**src/rtl/mem_access_ctrl_if.sv**
```systemverilog
// Datapath and memory-side signal bundle for mem_access_ctrl.
// slave is the controller's view; master is the surrounding environment.
interface mem_access_ctrl_if;
  logic [15:0] eabOut;
  logic [15:0] wdata;
  logic        req;
  logic        we;
  logic        busy;
  logic        done;
  logic        err;
  logic [15:0] mdr;
  logic [15:0] memAddr;
  logic [15:0] memWdata;
  logic        memEn;
  logic        memWe;
  logic        memRdy;
  logic [15:0] memRdata;

  modport slave (
    input  eabOut, wdata, req, we,
    input  memRdy, memRdata,
    output busy, done, err, mdr,
    output memAddr, memWdata, memEn, memWe
  );

  modport master (
    output eabOut, wdata, req, we,
    output memRdy, memRdata,
    input  busy, done, err, mdr,
    input  memAddr, memWdata, memEn, memWe
  );
endinterface

```
**src/rtl/mem_access_ctrl.sv**
```systemverilog
// MAR/MDR memory access controller with ready handshake.
// Define MEM_TIMEOUT_EN to enable the ACCESS wait timeout.
module mem_access_ctrl #(
  parameter int unsigned TIMEOUT = 15
) (
  input  logic             clk,
  input  logic             reset,
  mem_access_ctrl_if.slave bus
);

  typedef enum logic [1:0] {
    IDLE,
    ACCESS,
    DONE
  } state_t;

  state_t      state;
  state_t      state_n;
  logic [15:0] mar;
  logic [15:0] mdr_q;
  logic        we_q;
  logic        accept;
  logic        hit;
  logic        expire;

  assign accept = (state == IDLE) && bus.req;
  assign hit    = (state == ACCESS) && bus.memRdy;

`ifdef MEM_TIMEOUT_EN
  logic [7:0] cnt;
  logic       err_q;

  // Count reaches TIMEOUT on the edge that ends the last allowed cycle
  assign expire = (state == ACCESS) && !bus.memRdy &&
                  (cnt >= 8'(TIMEOUT - 1));

  always_ff @(posedge clk or posedge reset) begin
    if (reset) begin
      cnt   <= '0;
      err_q <= 1'b0;
    end else if (accept) begin
      cnt   <= '0;
      err_q <= 1'b0;
    end else if (state == ACCESS && !bus.memRdy) begin
      if (cnt != 8'hFF)
        cnt <= cnt + 8'd1;
      if (expire)
        err_q <= 1'b1;
    end
  end

  assign bus.err = err_q;
`else
  assign expire  = 1'b0;
  // TIMEOUT is at least 1, so this ties err low
  assign bus.err = (TIMEOUT == 0);
`endif

  always_ff @(posedge clk or posedge reset) begin
    if (reset)
      state <= IDLE;
    else
      state <= state_n;
  end

  always_comb begin
    state_n = state;
    unique case (state)
      IDLE:    if (bus.req) state_n = ACCESS;
      ACCESS:  if (hit || expire) state_n = DONE;
      DONE:    state_n = IDLE;
      default: state_n = IDLE;
    endcase
  end

  always_ff @(posedge clk or posedge reset) begin
    if (reset) begin
      mar   <= '0;
      mdr_q <= '0;
      we_q  <= 1'b0;
    end else if (accept) begin
      mar  <= bus.eabOut;
      we_q <= bus.we;
      if (bus.we)
        mdr_q <= bus.wdata;
    end else if (hit && !we_q) begin
      mdr_q <= bus.memRdata;
    end
  end

  assign bus.busy     = (state != IDLE);
  assign bus.done     = (state == DONE);
  assign bus.memEn    = (state == ACCESS);
  assign bus.memWe    = (state == ACCESS) && we_q;
  assign bus.memAddr  = mar;
  assign bus.memWdata = mdr_q;
  assign bus.mdr      = mdr_q;

endmodule
```
**src/flat_wrapper.sv**
```systemverilog
// flat-port wrapper written by rule: the top's interface ports become plain ports
module mem_access_ctrl_flat 
#(
  parameter int unsigned TIMEOUT = 15
)
  (clk, reset, bus_eabOut, bus_wdata, bus_req, bus_we, bus_memRdy, bus_memRdata, bus_busy, bus_done, bus_err, bus_mdr, bus_memAddr, bus_memWdata, bus_memEn, bus_memWe);
  mem_access_ctrl_if bus_i ();
  input  logic clk;
  input  logic reset;
  input wire logic [$bits(bus_i.eabOut)-1:0] bus_eabOut;
  input wire logic [$bits(bus_i.wdata)-1:0] bus_wdata;
  input wire logic [$bits(bus_i.req)-1:0] bus_req;
  input wire logic [$bits(bus_i.we)-1:0] bus_we;
  input wire logic [$bits(bus_i.memRdy)-1:0] bus_memRdy;
  input wire logic [$bits(bus_i.memRdata)-1:0] bus_memRdata;
  output wire logic [$bits(bus_i.busy)-1:0] bus_busy;
  output wire logic [$bits(bus_i.done)-1:0] bus_done;
  output wire logic [$bits(bus_i.err)-1:0] bus_err;
  output wire logic [$bits(bus_i.mdr)-1:0] bus_mdr;
  output wire logic [$bits(bus_i.memAddr)-1:0] bus_memAddr;
  output wire logic [$bits(bus_i.memWdata)-1:0] bus_memWdata;
  output wire logic [$bits(bus_i.memEn)-1:0] bus_memEn;
  output wire logic [$bits(bus_i.memWe)-1:0] bus_memWe;
  assign bus_i.eabOut = bus_eabOut;
  assign bus_i.wdata = bus_wdata;
  assign bus_i.req = bus_req;
  assign bus_i.we = bus_we;
  assign bus_i.memRdy = bus_memRdy;
  assign bus_i.memRdata = bus_memRdata;
  assign bus_busy = bus_i.busy;
  assign bus_done = bus_i.done;
  assign bus_err = bus_i.err;
  assign bus_mdr = bus_i.mdr;
  assign bus_memAddr = bus_i.memAddr;
  assign bus_memWdata = bus_i.memWdata;
  assign bus_memEn = bus_i.memEn;
  assign bus_memWe = bus_i.memWe;
  mem_access_ctrl #(.TIMEOUT(TIMEOUT)) u_core (.clk(clk), .reset(reset), .bus(bus_i));
endmodule
```
**config.mk**
```make
export PLATFORM = sky130hd
export DESIGN_NAME = mem_access_ctrl_flat
export DESIGN_NICKNAME = d
export VERILOG_FILES = /design/src/rtl/mem_access_ctrl_if.sv /design/src/rtl/mem_access_ctrl.sv /design/src/flat_wrapper.sv
export SDC_FILE = /design/constraint.sdc
export NUM_CORES = 1
export LEC_CHECK = 0
export BUFFER_PORTS_ARGS = -buffer_cell sky130_fd_sc_hd__buf_2
export CAP_MARGIN = 40
export CORE_UTILIZATION = 43
export DETAILED_ROUTE_END_ITERATION = 12
export PLACE_DENSITY = 0.87
export SYNTH_ARGS = -nofsm -noshare
export SYNTH_HDL_FRONTEND = slang
export SYNTH_SLANG_ARGS = --single-unit
```
**constraint.sdc**
```tcl
create_clock -name clk -period 1.8 [get_ports clk]
set_input_delay 0 -clock clk [delete_from_list [all_inputs] [get_ports clk]]
set_output_delay 0 -clock clk [all_outputs]
set_load 0.005 [all_outputs]
```
# == After elaboration in Yosys (flattened, before gate mapping) ==
# Cells that the tools add are included.
# classes
eq_ne,5
reduce_logical,10
n_mux,6
# ops
operator,n
$mux W16,3
$logic_and A1 B1 Y1,4
$mux W2,2
$ne A2 B2 Y1 const B,2
$pmux W2 S2,1
$reduce_and A2 Y1,2
$reduce_bool A2 Y1,2
$eq A2 B1 Y1 const B,1
$eq A2 B2 Y1 const B,1
$logic_not A2 Y1,1
$ne A2 B1 Y1 const B,1
$logic_not A1 Y1,1
# totals
reg_bits,35
out_inout_bits,53

# == Depth between registers and ports, before layout ==
# Gate-level depths: netlist (run 1).
# logic_depth
ltp_word,5
depth_mapped,4

# == Worst setup path after synthesis (run 1) ==
# No wires, ideal clock.
# synth_timing
path_kind,reg2reg
start,register u_core.state[1]
end,register u_core.mdr_q[10] (netlist: u_core.bus.mdr[10])
required_ns,1.675
setup_time_ns,0.125
path_stages_with_launch,5
path_slack_ns,0.140
t_arrival_ns,1.534
cell_sequence,dfrtp_1 -> nor3b_4 -> buf_6 -> mux2_4 -> mux2_4
# synth_via
elab_chain_cells,5
# synth_rtl
element,line,source
from (decl),mem_access_ctrl.sv:17,state_t state;
from (signal assigned),mem_access_ctrl.sv:63,state <= state_n;
$eq A2 B1 Y1,mem_access_ctrl.sv:27,assign hit = (state == ACCESS) && bus.memRdy;
$logic_and A1 B1 Y1,mem_access_ctrl.sv:27,
$logic_and A1 B1 Y1,mem_access_ctrl.sv:86,end else if (hit && !we_q) begin
$reduce_bool A2 Y1 (no source line),-,
$reduce_and A2 Y1 (no source line),-,
to (signal assigned),mem_access_ctrl.sv:85,mdr_q <= bus.wdata;
to (signal assigned),mem_access_ctrl.sv:87,mdr_q <= bus.memRdata;
to (decl),mem_access_ctrl.sv:20,logic [15:0] mdr_q;
# Several ways; a longest one is shown, not always the timed one.
# A chain may end at the register's enable or synchronous reset.

# == Worst setup path after layout (run 1) ==
# layout_timing
start,register u_core.state[1]
end,register u_core.mdr_q[2] (netlist: u_core.bus.mdr[2])
# Same word-level chain as after synthesis.

==> impl_metrics.py, run 1 <==
metrics = {
    "worst_setup_path": {
        "critPathSlowestCell": "dfrtp_1",
        "crit_top_cell": "mux2_2",
        "cp-start-kind": "register",
        "critPathMaxStageDelay_ns": 0.46,
        "path_max_fanout": 13,
        "cp-end-kind": "register",
        "r2r-start": "u_core.state[1]",
        "r2r_cells": 4,
        "required_ns": 1.97,
        "cp_cell_sequence": "nor3b_4, buf_12, mux2_2, mux2_2",
        "r2r_end": "u_core.bus.mdr[2]",
        "crit_arrival_ns": 1.81,
        "reg2reg_slack_ns": 0.16,
        "worstSetupPathType": "register to register",
    },
    "yosys": {
        "postSynthAreaPerCell_um2": 15.1,
        "synth.distinct_cells": 16,
        "synthMuxAreaShare_pct": 35.5,
        "synth_fp_nets": 171,
        "ys_seq_area_share_pct": 49.1,
        "synth-seq-cells": 35,
        "yosys.area_share.xor_xnor_pct": 0,
        "synth-adder-area-share_pct": 0,
        "synth_top_family_by_area": "multiplexers",
        "yosys.area_share.simple_pct": 3.64,
        "ys_warn_count": 0,
        "netlist_area_um2": 1790,
        "synthCells": 118,
        "synth_compound_area_share_pct": 1.33,
    },
    "floorplan": {
        "io_pins": 106,
        "start_util_pct": 44.6,
        "coreArea_um2": 4000,
        "die_y_um": 66.4,
        "die_width_um": 66.4,
        "rows": 23,
        "die_area_um2": 4410,
    },
    "detailed_routing": {
        "ant_nets": 0,
        "drc_errors": 0,
        "post_drt_wl_per_cell_um": 13.1,
        "drt-vias-per-instance": 4.55,
        "vias": 1287,
        "wirelength_um": 3720,
        "drt_pass1_iterations": 4,
        "drt_iter0_drc": 51,
    },
    "clocking": {
        "cts_buffer_depth": 2,
        "insertion_delay_ns": 0.28,
        "htreeDepth": 2,
        "postCtsResizedCells": 0,
        "post_cts_buffers": 0,
        "cts_tree": "done",
        "root_buffer": "clkbuf_8",
        "clk_pin_slew_ns": 0.07,
        "hold_buffers": 19,
        "numCtsBuffers": 5,
        "cts_sinks": 35,
    },
    "global_route": {
        "antenna_found_initial": 0,
        "grt_max_degree": 36,
        "first_global_vias": 1268,
        "grtUsageTotal_pct": 18.2,
        "grt_overflow": 0,
        "grt_pass1_wl_um": 5800,
    },
    "hold_path": {
        "hold_class": "input port to register",
        "hold_end": "u_core.bus.mdr[9]",
        "hp-start": "bus_memRdata[9]",
        "hold_path_depth": 3,
    },
    "power": {
        "leakage_uw": 0.00130,
        "p_per_area_nw_per_um2": 1370,
        "peakVddDrop_mv": 0.583,
        "power_uw": 3480,
    },
    "sta": {
        "worst_slack_ns": 0.156,
        "finalSetupViolations": 0,
        "fmax_mhz": 608,
        "rsz0062_at_grt": "false",
        "finalHoldViolCount": 0,
        "period_share_pct": 91.3,
        "drv_slew": 0,
        "min_period_ns": 1.64,
        "clock_skew_ns": 0.00492,
        "tns_ns": 0,
    },
    "cells_and_area": {
        "multi_input_area_um2": 727,
        "final.fill_count": 314,
        "syn_to_final_growth_pct": 42.6,
        "regArea_um2": 876,
        "final_common_cell": "buf_2",
        "antenna_cells": 0,
        "fin_util_pct": 63.7,
        "drive_gt1_share_pct": 68.2,
        "mostFrequentLayoutCells": "104 x buf_2, 35 x dfrtp_1, 22 x mux2_4, 19 x dlygate4sd3_1, 18 x mux2_2",
        "final_cells": 283,
        "nets": 285,
    },
    "placement": {
        "port_buffers": 104,
        "pre_cts_slack_ns": 0.152,
        "post-dp-hpwl_um": 2660,
        "gp_congestion": 0.666,
        "place_inst": 256,
    },
    "flow_run": {
        "drv_cap": 0,
    },
    "status": {
        "status": "finished, final reports clean",
    },
}
Yosys cell counts:
master / number / area share [%]
and2_1: 2 / 0.70
buf_4: 17 / 7.1
a21oi_4: 1 / 0.91
dfrtp_1: 35 / 49
buf_6: 3 / 1.9
nor2b_1: 2 / 0.70
mux2_4: 22 / 19
inv_1: 2 / 0.42
nor3b_4: 1 / 1.1
mux2_1: 9 / 5.7
conb_1: 1 / 0.21
clkbuf_8: 1 / 0.77
mux2_2: 18 / 11
nand3b_1: 2 / 0.84
or2_2: 1 / 0.35
a21o_1: 1 / 0.42
layout make-up:
cell class	instances	share of cell area, %
Clock buffer	8	3.93
Sequential cell	35	34.4
Inverter	2	0.295
Multi-Input combinational cell	60	28.6
Timing Repair Buffer	128	30.4
Tap cell	50	2.46
worst max-delay path by stage:
| stage | endpoint | from | slack, ns |
|---|---|---|---|
| after floorplan | u_core.bus.mdr[10] | u_core.state[1] | 0.14 |
| after global placement | u_core.bus.mdr[15] | u_core.state[1] | 0.19 |
| after detailed placement | u_core.bus.mdr[0] | u_core.state[1] | 0.15 |
| after CTS | u_core.bus.mdr[0] | u_core.state[1] | 0.15 |
| after global routing | u_core.bus.mdr[12] | u_core.state[1] | 0.06 |
| final | u_core.bus.mdr[2] | u_core.state[1] | 0.16 |
state kept, by name (all words and copies together), names as in the netlist:
signal / cells
u_core.bus.mdr: 16
u_core.bus.memAddr: 16
u_core.state: 2
u_core.we_q: 1
logic make-up after synthesis:
logic type,count (synthesis)
and+or+nand+nor,8
muxes,49
buffers and inverters,23
DFF,35
other,1
AOI/OAI and AO/OA,2
per-stage QoR:
| step | hold WS (ns) | instance area, um^2 |
|---|---|---|
| 5_1_grt | 0.0551 | 2550 |
| 6_report | 0.0687 | 2550 |
| 3_5_place_dp | 0.128 | 2260 |
| 4_1_cts | 0.0567 | 2550 |
| 2_1_floorplan | 0.129 | 1790 |
| 3_3_place_gp | 0.122 | 2260 |
critical path: cells and delay by family (launching register included):
family | cells | cell delay [ns]
muxes | 2 | 0.59
DFF | 1 | 0.46
and+or+nand+nor | 1 | 0.28
buffers and inverters | 1 | 0.20
power breakdown:
group	switching (uW)	leakage, uW	internal (uW)	total, uW
combinational	532	0.000841	954	1490
clock	264	0.0000515	349	613
sequential	233	0.000412	1150	1380
total	1030	0.00130	2450	3480
metal layers:
metal	up-vias	part of all wire (%)	global-route usage (%)
met5	-	0	0
met4	0	1.6	8.78
met3	5	6.8	5.17
met2	58	50	29.1
met1	607	41	22.5
li1	617	-	-
Note: power is estimated with default switching activity, not from simulation.
==> inputs of run 2 (changes only) <==
Settings changed: CORE_UTILIZATION 43 to 25, PLACE_DENSITY 0.87 to 0.59.
Clock period 1.8 ns to 1.9 ns, I/O delays scaled along.
==> run 2 against run 1 <==
  * Register-to-register slack improved by 0.06 ns
  * Non-clock buffer count rose by 1
  * Sequential power down 5%
  * Core utilization is 25 points lower
  * Power fell by 5.1%
  * Die area up 70%
  * Critical endpoint is now u_core.bus.mdr[4]
  * Largest cell class unchanged
  * Highest routed layer unchanged
==> impl_metrics.py, run 2 (synthesis results as in run 1) <==
metrics = {
    "global_route": {
        "grt_pass1_wl_um": 6240,
        "antenna_found_initial": 0,
        "grt_max_degree": 24,
        "grt_overflow": 0,
        "first_global_vias": 1329,
        "grtUsageTotal_pct": 10.9,
    },
    "flow_run": {
        "drv_cap": 0,
    },
    "worst_setup_path": {
        "worstSetupPathType": "register to register",
        "r2r_cells": 4,
        "path_max_fanout": 23,
        "cp_num_buf_inv": 1,
        "r2r-start": "u_core.state[1]",
        "reg2reg_slack_ns": 0.22,
        "critPathMaxStageDelay_ns": 0.46,
        "cp-start-kind": "register",
        "crit_top_cell": "mux2_2",
        "cp-end-kind": "register",
        "cp_cell_sequence": "nor3b_4, buf_12, mux2_2, mux2_2",
        "r2r_end": "u_core.bus.mdr[4]",
        "critPathSlowestCell": "dfrtp_1",
        "critPathTopFamily": "multiplexers",
        "crit_arrival_ns": 1.86,
        "required_ns": 2.08,
    },
    "floorplan": {
        "start_util_pct": 26.1,
        "rows": 30,
        "coreArea_um2": 6830,
        "die_width_um": 86.5,
        "die_area_um2": 7480,
        "die_y_um": 86.5,
        "io_pins": 106,
    },
    "cells_and_area": {
        "syn_to_final_growth_pct": 46.2,
        "nets": 286,
        "final.fill_count": 679,
        "fin_area_um2": 2610,
        "drive_gt1_share_pct": 68.8,
        "final_common_cell": "buf_2",
        "mostFrequentLayoutCells": "104 x buf_2, 35 x dfrtp_1, 22 x mux2_4, 19 x dlygate4sd3_1, 18 x mux2_2",
        "fin_util_pct": 38.2,
        "antenna_cells": 0,
    },
    "sta": {
        "finalHoldViolCount": 0,
        "min_period_ns": 1.68,
        "rsz0062_at_grt": "false",
        "finalSetupViolations": 0,
        "drv_slew": 0,
        "tns_ns": 0,
        "clock_skew_ns": 0.00442,
        "hold_slack_ns": 0.0661,
        "period_share_pct": 88.4,
        "fmax_mhz": 595,
    },
    "power": {
        "power_uw": 3300,
        "p_per_area_nw_per_um2": 1270,
        "leakage_uw": 0.00130,
        "peakVddDrop_mv": 0.607,
    },
    "placement": {
        "post-dp-hpwl_um": 2920,
        "port_buffers": 104,
        "gp_congestion": 0.689,
        "place_area_um2": 2320,
    },
    "detailed_routing": {
        "wirelength_um": 3980,
        "vias": 1308,
        "ant_nets": 0,
        "drt_iter0_drc": 19,
        "post_drt_wl_per_cell_um": 12.1,
        "drc_errors": 0,
        "drt_pass1_iterations": 3,
        "drt-vias-per-instance": 3.96,
    },
    "clocking": {
        "hold_buffers": 19,
        "cts_buffer_depth": 2,
        "root_buffer": "clkbuf_8",
        "clk_pin_slew_ns": 0.08,
        "numCtsBuffers": 5,
        "post_cts_buffers": 0,
        "postCtsResizedCells": 0,
        "insertion_delay_ns": 0.29,
        "htreeDepth": 2,
        "cts_tree": "done",
        "cts_sinks": 35,
    },
    "status": {
        "status": "finished, final reports clean",
    },
    "hold_path": {
        "hold_end": "u_core.bus.mdr[1]",
        "hp-start": "bus_memRdata[1]",
        "hold_class": "input port to register",
        "hold_path_depth": 3,
    },
}
[run 2: cell count changes in the layout (fill, tap and decap cells not counted)]
cell and change:
buf_4 +1, clkbuf_8 -1, clkbuf_1 -1, clkinv_4 +1
clkinvlp_4 +1
[run 2: report_power, final]
part / switching [uW] / internal (uW)
clock network: 287 / 296
logic: 505 / 905
registers: 224 / 1090
total: 1020 / 2290
[run 2: worst max-delay path by stage]
stage	slack (ns)	depth (start not counted)	startpoint	endpoint
after floorplan	0.24	4	u_core.state[1]	u_core.bus.mdr[10]
after global placement	0.28	4	u_core.state[1]	u_core.bus.mdr[2]
after detailed placement	0.23	4	u_core.state[1]	u_core.bus.mdr[0]
after CTS	0.21	4	u_core.state[1]	u_core.bus.mdr[3]
after global routing	0.17	4	u_core.state[1]	u_core.bus.mdr[0]
final	0.22	4	u_core.state[1]	u_core.bus.mdr[4]
[run 2: metal layers]
layer / vias up / part of all wire, % / GRT usage, %
li1: 615 / - / -
met5: - / 0 / 0
met4: 0 / 1.9 / 5.91
met3: 6 / 7.3 / 2.57
met1: 624 / 41 / 12.6
met2: 63 / 50 / 18.8
[run 2: cell type report]
| type | instances | area (um^2) | area share (%) |
|---|---|---|---|
| flip-flops and latches | 35 | 876 | 33.6 |
| inverters | 2 | 7.51 | 0.288 |
| multi-input cells | 60 | 727 | 27.9 |
| clock buffers | 6 | 82.6 | 3.16 |
| well taps | 96 | 120 | 4.60 |
| repair buffers | 129 | 781 | 29.9 |
| clock inverters | 2 | 16.3 | 0.623 |
[run 2: metrics by stage]
step	std cells	worst slack, ns
detailed placement	303	0.233
CTS	330	0.215
finish	330	0.220
global placement	303	0.275
global route	330	0.170
floorplan	118	0.240
[run 2: worst min-delay path: stages]
cell,delay [ns]
buf_2,0.07
mux2_2,0.12
mux2_2,0.13
